## src/rtl/pe_conv_sequencer.sv

```systemverilog
// Control sequencer for one PE's 1-D convolution: MAC walk over ifmap/filter pads
// into the psum pad, then drain of finished psums into the PE output FIFO.
//
// state    | meaning
// ---------+-----------------------------------------------------------
// IDLE     | waiting for start; all outputs low
// WAIT_SRC | job accepted, waiting for ifmap and filter pads to be loaded
// MAC      | one filter tap per cycle, psum accumulated in place
// DRAIN    | move OUT_LEN psums from psum pad to output FIFO, with backpressure
// DONE     | one-cycle done pulse, psum pad pointers cleared
module pe_conv_sequencer #(
    parameter int IFMAP_LEN = 8,
    parameter int FILT_LEN  = 3,
    parameter int STRIDE    = 1,
    localparam int OUT_LEN  = (IFMAP_LEN - FILT_LEN) / STRIDE + 1,
    localparam int IF_AW    = (IFMAP_LEN > 1) ? $clog2(IFMAP_LEN) : 1,
    localparam int FW_AW    = (FILT_LEN > 1) ? $clog2(FILT_LEN) : 1
) (
    input  logic             clk,
    input  logic             rstn,
    input  logic             start,
    input  logic             if_ready,
    input  logic             fw_ready,
    output logic [IF_AW-1:0] if_raddr,
    output logic [FW_AW-1:0] fw_raddr,
    output logic             mac_en,
    output logic             acc_zero,
    output logic             psum_wen,
    output logic             psum_ren,
    output logic             psum_freeze,
    output logic             psum_same_addr,
    output logic             psum_clear,
    input  logic             psum_full,
    input  logic             psum_empty,
    input  logic             out_full,
    output logic             out_wen,
    output logic             busy,
    output logic             done
);

    localparam int OC_W = $clog2(OUT_LEN + 1);
    localparam int K_W  = $clog2(FILT_LEN + 1);
    localparam logic [OC_W-1:0] O_LAST = OC_W'(OUT_LEN - 1);
    localparam logic [K_W-1:0]  K_LAST = K_W'(FILT_LEN - 1);

    typedef enum logic [2:0] {
        IDLE,
        WAIT_SRC,
        MAC,
        DRAIN,
        DONE
    } state_t;

    state_t          state;
    logic [OC_W-1:0] o_cnt;
    logic [K_W-1:0]  k_cnt;
    logic [OC_W-1:0] d_cnt;
    logic            err_ovf;
    logic            xfer;

    always_ff @(posedge clk) begin
        if (!rstn) begin
            state   <= IDLE;
            o_cnt   <= '0;
            k_cnt   <= '0;
            d_cnt   <= '0;
            err_ovf <= 1'b0;
        end else begin
            // writing into a full psum pad is a setup error; keep running, remember it
            err_ovf <= err_ovf | (psum_wen & psum_full);
            case (state)
                IDLE: begin
                    if (start) begin
                        state <= WAIT_SRC;
                        o_cnt <= '0;
                        k_cnt <= '0;
                        d_cnt <= '0;
                    end
                end
                WAIT_SRC: begin
                    if (if_ready && fw_ready) state <= MAC;
                end
                MAC: begin
                    if (k_cnt == K_LAST) begin
                        k_cnt <= '0;
                        if (o_cnt == O_LAST) begin
                            o_cnt <= '0;
                            state <= DRAIN;
                        end else begin
                            o_cnt <= o_cnt + 1'b1;
                        end
                    end else begin
                        k_cnt <= k_cnt + 1'b1;
                    end
                end
                DRAIN: begin
                    if (xfer) begin
                        if (d_cnt == O_LAST) begin
                            d_cnt <= '0;
                            state <= DONE;
                        end else begin
                            d_cnt <= d_cnt + 1'b1;
                        end
                    end
                end
                DONE: state <= IDLE;
                default: state <= IDLE;
            endcase
        end
    end

    // Outputs decode registered state only; drain handshake also gates on pad/FIFO flags.
    always_comb begin
        xfer           = (state == DRAIN) && !psum_empty && !out_full;
        if_raddr       = '0;
        fw_raddr       = '0;
        mac_en         = 1'b0;
        acc_zero       = 1'b0;
        psum_wen       = 1'b0;
        psum_ren       = 1'b0;
        psum_freeze    = 1'b0;
        psum_same_addr = 1'b0;
        psum_clear     = 1'b0;
        out_wen        = 1'b0;
        done           = 1'b0;
        busy           = (state != IDLE);
        case (state)
            MAC: begin
                if_raddr       = IF_AW'(32'(o_cnt) * STRIDE + 32'(k_cnt));
                fw_raddr       = FW_AW'(k_cnt);
                mac_en         = 1'b1;
                acc_zero       = (k_cnt == '0);
                psum_wen       = 1'b1;
                psum_same_addr = 1'b1;
                psum_freeze    = (k_cnt != K_LAST);
            end
            DRAIN: begin
                psum_ren = xfer;
                out_wen  = xfer;
            end
            DONE: begin
                done       = 1'b1;
                psum_clear = 1'b1;
            end
            default: ;
        endcase
    end

endmodule
```

## config.mk

```make
export PLATFORM = sky130hd
export DESIGN_NAME = pe_conv_sequencer
export DESIGN_NICKNAME = d
export VERILOG_FILES = /design/src/rtl/pe_conv_sequencer.sv
export SDC_FILE = /design/constraint.sdc
export NUM_CORES = 1
export LEC_CHECK = 0
export BUFFER_PORTS_ARGS = -buffer_cell sky130_fd_sc_hd__buf_2
export CAP_MARGIN = 20
export CORE_ASPECT_RATIO = 1.75
export CORE_MARGIN = 5
export CORE_UTILIZATION = 25
export DETAILED_ROUTE_END_ITERATION = 10
export GPL_TIMING_DRIVEN = 0
export REMOVE_ABC_BUFFERS = 1
export SYNTH_ARGS = -nofsm -noshare
export SYNTH_HDL_FRONTEND = slang
export SYNTH_SLANG_ARGS = --single-unit
```

## constraint.sdc

```tcl
create_clock -name clk -period 1.55 [get_ports clk]
set_clock_uncertainty 0.15 [all_clocks]
set_input_delay 0.0775 -clock clk [delete_from_list [all_inputs] [get_ports clk]]
set_output_delay 0.0775 -clock clk [all_outputs]
set_load 0.02 [all_outputs]
```

# Word level (Yosys, flattened, before mapping)
# Cells that the tools add are included.
[word_totals]
reg_bits = 11
out_inout_bits = 15
wordCells = 60
inputBits = 8
[op_classes]
n_eq_ne = 14
n_reduce_logical = 14
n_addsub = 4
n_mux = 24
[ops]
columns = ["operator", "n"]
rows = [
  ["$mux 3", 12],
  ["$ne 2x2->1 const B", 7],
  ["$pmux 3 s2", 2],
  ["$pmux 3 s4", 1],
  ["$eq 3x3->1 const B", 3],
  ["$add 3x1->3 const B", 2],
  ["$eq 3x2->1 const B", 2],
  ["$mux 2", 3],
  ["$reduce_and 3->1", 2],
  ["$reduce_and 6->1", 1],
  ["$mux 1", 5],
  ["$pmux 2 s2", 1],
  ["$reduce_bool 2->1", 2],
  ["$add 3x2->3", 1],
  ["$eq 3x1->1 const B", 1],
  ["$logic_and 1x1->1", 3],
  ["$logic_not 3->1", 1],
  ["$reduce_bool 3->1", 1],
  ["$add 2x1->2 const B", 1],
  ["$eq 2x2->1 const B", 1],
  ["$logic_not 1->1", 2],
  ["$logic_not 2->1", 1],
  ["$reduce_and 2->1", 1],
]

# Depth between registers and ports, before layout
[logic_depth]
depth_word = 5
ltp_mapped = 5
ltp_nobuf = 5

# Worst setup path before layout
# OpenSTA, ideal clock, no wires.
[synth_path]
path_type = "reg2reg"
start = "register state[2]"
end = "register k_cnt[0]"
synth_period_minus_slack_ps = 1754
t_arrival_ps = 1538
slack_ps = -204
setup_time_ps = 66
stages_incl_launch_ff = 6
path_buffers = 1
path_cell_list = "dfxtp_1 > or3b_1 > buf_4 > nor3_1 > a21oi_1 > nor2_1"
[synth_via]
elab_chain_len = 3
[synth_lines]
columns = ["item", "line_no", "text"]
rows = [
  ["from (decl)", "54", "state_t state;"],
  ["from (signal assigned)", "63", "state <= IDLE;"],
  ["from (signal assigned)", "74", "state <= WAIT_SRC;"],
  ["from (signal assigned)", "81", "if (if_ready && fw_ready) state <= MAC;"],
  ["$eq 3x2->1 / $logic_not 3->1 (equally long branches)", "71", "case (state)"],
  ["$reduce_bool 2->1 (no line) / $ne 2x2->1 (equally long branches)", "-", ""],
  ["$reduce_and 2->1 (no line)", "-", ""],
  ["to (signal assigned)", "93", "k_cnt <= k_cnt + 1'b1;"],
  ["to (decl)", "56", "logic [K_W-1:0] k_cnt;"],
]
# Several ways; a longest one is shown, not always the timed one.
# A chain may end at the register's enable or synchronous reset.

# Worst setup path in the final report
[layout_path]
start = "register o_cnt[0]"
end = "output port if_raddr[1]"
[layout_via]
elab_chain_len = 2
[layout_lines]
columns = ["item", "line_no", "text"]
rows = [
  ["from (decl)", "55", "logic [OC_W-1:0] o_cnt;"],
  ["from (signal assigned)", "90", "o_cnt <= o_cnt + 1'b1;"],
  ["$add 3x2->3", "129", "if_raddr = IF_AW'(32'(o_cnt) * STRIDE + 32'(k_cnt));"],
  ["$mux 3", "127", "case (state)"],
  ["to (decl)", "24", "output logic [IF_AW-1:0] if_raddr,"],
]
# No other way between the ends.

==> out/metrics.cfg <==
[run_status]
status=finished, violations left
failed_checks=setup timing

[placement]
gp_congestion=0.7422
port_buffers=21
place.detailed.hpwl_mm=1.410
pre_cts_slack_ns=-0.2805
placed_cell_area_um2=769.5
dp.cells=128

[floorplanning]
fp.dieH_um=79.22
initial_core_util=0.2574
ios=23
dieArea_mm2=0.003925
coreArea_mm2=0.002659
rows=25
dieWidth_um=49.55

[timing]
slew_violations=0
final.setup.tns_ns=-0.6021
maxSlewHeadroom=0.7055
whs_ns=0.04055
rsz0062_at_grt=true
layout_setup_ws_ns=-0.1179
finalCriticalPeriod_ns=1.668
final-setup-viol-count=12
tightest_slew_ns=0.4409
max_freq_mhz=599.6
hold_violations=0
post-route-period-util=1.076

[global_routing]
grt_overflow_total=0
grt_first_pass_wirelength_mm=3.325
grt_start_max_net_pins=12
grt.total_usage=0.1085
grt_pass1_vias=757
antenna_found_initial=0

[yosys]
ys_seq_elements=11
synth_cells=88
ys_types=31
synth-xor-area-share=0.01280
synth_compound_area_frac=0.1664
ys.flop_type=dfxtp_1
syn-mean-instance-area_um2=7.777
yosysWarnings=0
synthesis.area_um2=684.4
synth_top_family_by_area=simple AND/OR/NAND/NOR gates
synthMuxAreaShare=0.02925
synth_edf_count=0
ys_seq_area_frac=0.3218
synthAdderAreaFrac=0.04753
synth-simple-area-share=0.3108
async_reset_ff_frac=0

[critical_path]
worstPathMaxFanout=2
startpoint_type=register
cp-end-kind=primary output
path_class=register to primary output
r2r-end=state[2]$_SDFFE_PN0P_
worst_ep_required_time_ns=1.32
r2r_slack_ns=-0.05
r2r_start=state[2]$_SDFFE_PN0P_
ff2ff_path_depth=4
worstPathArrival_ns=1.44

[final_layout]
syn_to_final_growth_pct=64.53
antenna_cells=0
mostFrequentLayoutCell=buf_4
final_cell_mix=buf_4, buf_2, nor2_1
drive_gt1_frac=0.5833
final_nets=131
fin_cells=147
fin_area_mm2=0.001126

[clocking]
h-tree-depth=1
cts.sinks=11
cts.path.max_buffers=2
clk-insertion-delay-late_ns=0.24
cts-root-buf=clkbuf_8
cts_tree=done
hold_buffers=0
clk_pin_slew_ns=0.05
numCtsBuffers=3

[power_and_ir_drop]
p_per_area_mw_per_mm2=1073
irDropWorstVdd_v=0.0005297
power_leakage_nw=0.4705

[routing]
wl_met3_um=111
route.met2.wl_mm=1.280
final_antenna_net_count=0
wl_met1_um=754
wl_mm=2.247
wire_per_inst_um=15.29
dr.pass1.iters=4
routed.top_layer=met4
via_per_inst=5.211
drt_iter0_markers=27
drc_errors=0
vias=766

[hold_path]
min_path_type=input pin to register
min_from=rstn
min_path_cells=3
hold_path_end=state[0]$_SDFFE_PN0P_

[run]
maxCapViolations=0

-- cells in the mapped netlist, types with 2 or more instances --
| cell type | n | share of area |
|---|---|---|
| and3_1 | 2 | 0.018 |
| inv_1 | 6 | 0.033 |
| o22ai_1 | 4 | 0.037 |
| nand3_1 | 3 | 0.022 |
| or3b_1 | 2 | 0.026 |
| nor3_1 | 4 | 0.029 |
| a21oi_1 | 5 | 0.037 |
| o21ai_0 | 2 | 0.015 |
| buf_4 | 6 | 0.066 |
| nor3b_1 | 2 | 0.022 |
| nor4_1 | 2 | 0.018 |
| mux2i_1 | 2 | 0.029 |
| nor2_1 | 10 | 0.055 |
| or3_1 | 3 | 0.027 |
| nand2_1 | 8 | 0.044 |
| dfxtp_1 | 11 | 0.32 |
| a211oi_1 | 2 | 0.022 |
-- registers in the layout, summed over array words and instances (netlist names) --
name and count:
state 3, o_cnt 3, d_cnt 3, k_cnt 2
-- cells by family after synthesis --
kind of cell,count (synthesis)
mux,2
flops,11
simple gates,41
compound gates,17
buf+inv,14
xor+xnor,1
fa+ha+maj,2
-- where the power goes --
group	internal, mW	leakage (nW)	total, mW	switching (mW)
Combinational	0.284	0.355	0.580	0.297
Clock	0.180	0.0228	0.286	0.106
Sequential	0.309	0.0929	0.342	0.0324
Total	0.773	0.471	1.21	0.435
-- worst max-delay path, stage by stage (launching register included) --
cell and delay [ns]:
dfxtp_4 0.35, ha_4 0.13, inv_2 0.03, fa_2 0.51, nor2_1 0.04, buf_4 0.15
-- worst max path at each step --
stage	cells past startpoint	start	slack, ns	end
after floorplan	4	state[1]$_SDFFE_PN0P_	-0.57	d_cnt[0]$_SDFFE_PN0P_
after global placement	4	state[1]$_SDFFE_PN0P_	-0.24	state[2]$_SDFFE_PN0P_
after detailed placement	4	state[1]$_SDFFE_PN0P_	-0.28	state[2]$_SDFFE_PN0P_
after CTS	6	k_cnt[0]$_SDFFE_PN0P_	-0.15	if_raddr[2]
after global routing	6	o_cnt[0]$_SDFFE_PN0P_	-0.18	if_raddr[2]
final	5	o_cnt[0]$_SDFFE_PN0P_	-0.12	if_raddr[1]
-- final cells by class --
| type | instances | area (µm²) |
|---|---|---|
| clock buffers | 4 | 45.04 |
| fillers | 249 | 1533 |
| inverters | 6 | 22.52 |
| multi-input cells | 63 | 519.2 |
| flip-flops and latches | 11 | 237.7 |
| well taps | 27 | 33.78 |
| repair buffers | 36 | 267.8 |
-- metal layers --
metal,vias to the layer above,global-route usage
met5,-,0
met4,0,0.06299
met3,13,0.02064
met2,30,0.2117
met1,356,0.09748
li1,367,-
-- per-stage QoR --
stage / util / total power [mW]
floorplan: - / 0.5451
global placement: 0.2894 / 0.6264
detailed placement: 0.2894 / 0.6370
CTS: 0.3689 / 1.017
global route: 0.4235 / 1.276
finish: 0.4235 / 1.208
-- what timing repair did --
action | in CTS | in global routing
setup endpoints to repair | 20 | 21
pin swaps | 7 | 7
hold endpoints to repair | 0 | 0
resized for setup | 32 | 20
setup buffers | 9 | 6
Power figures use the tool's default switching activity.
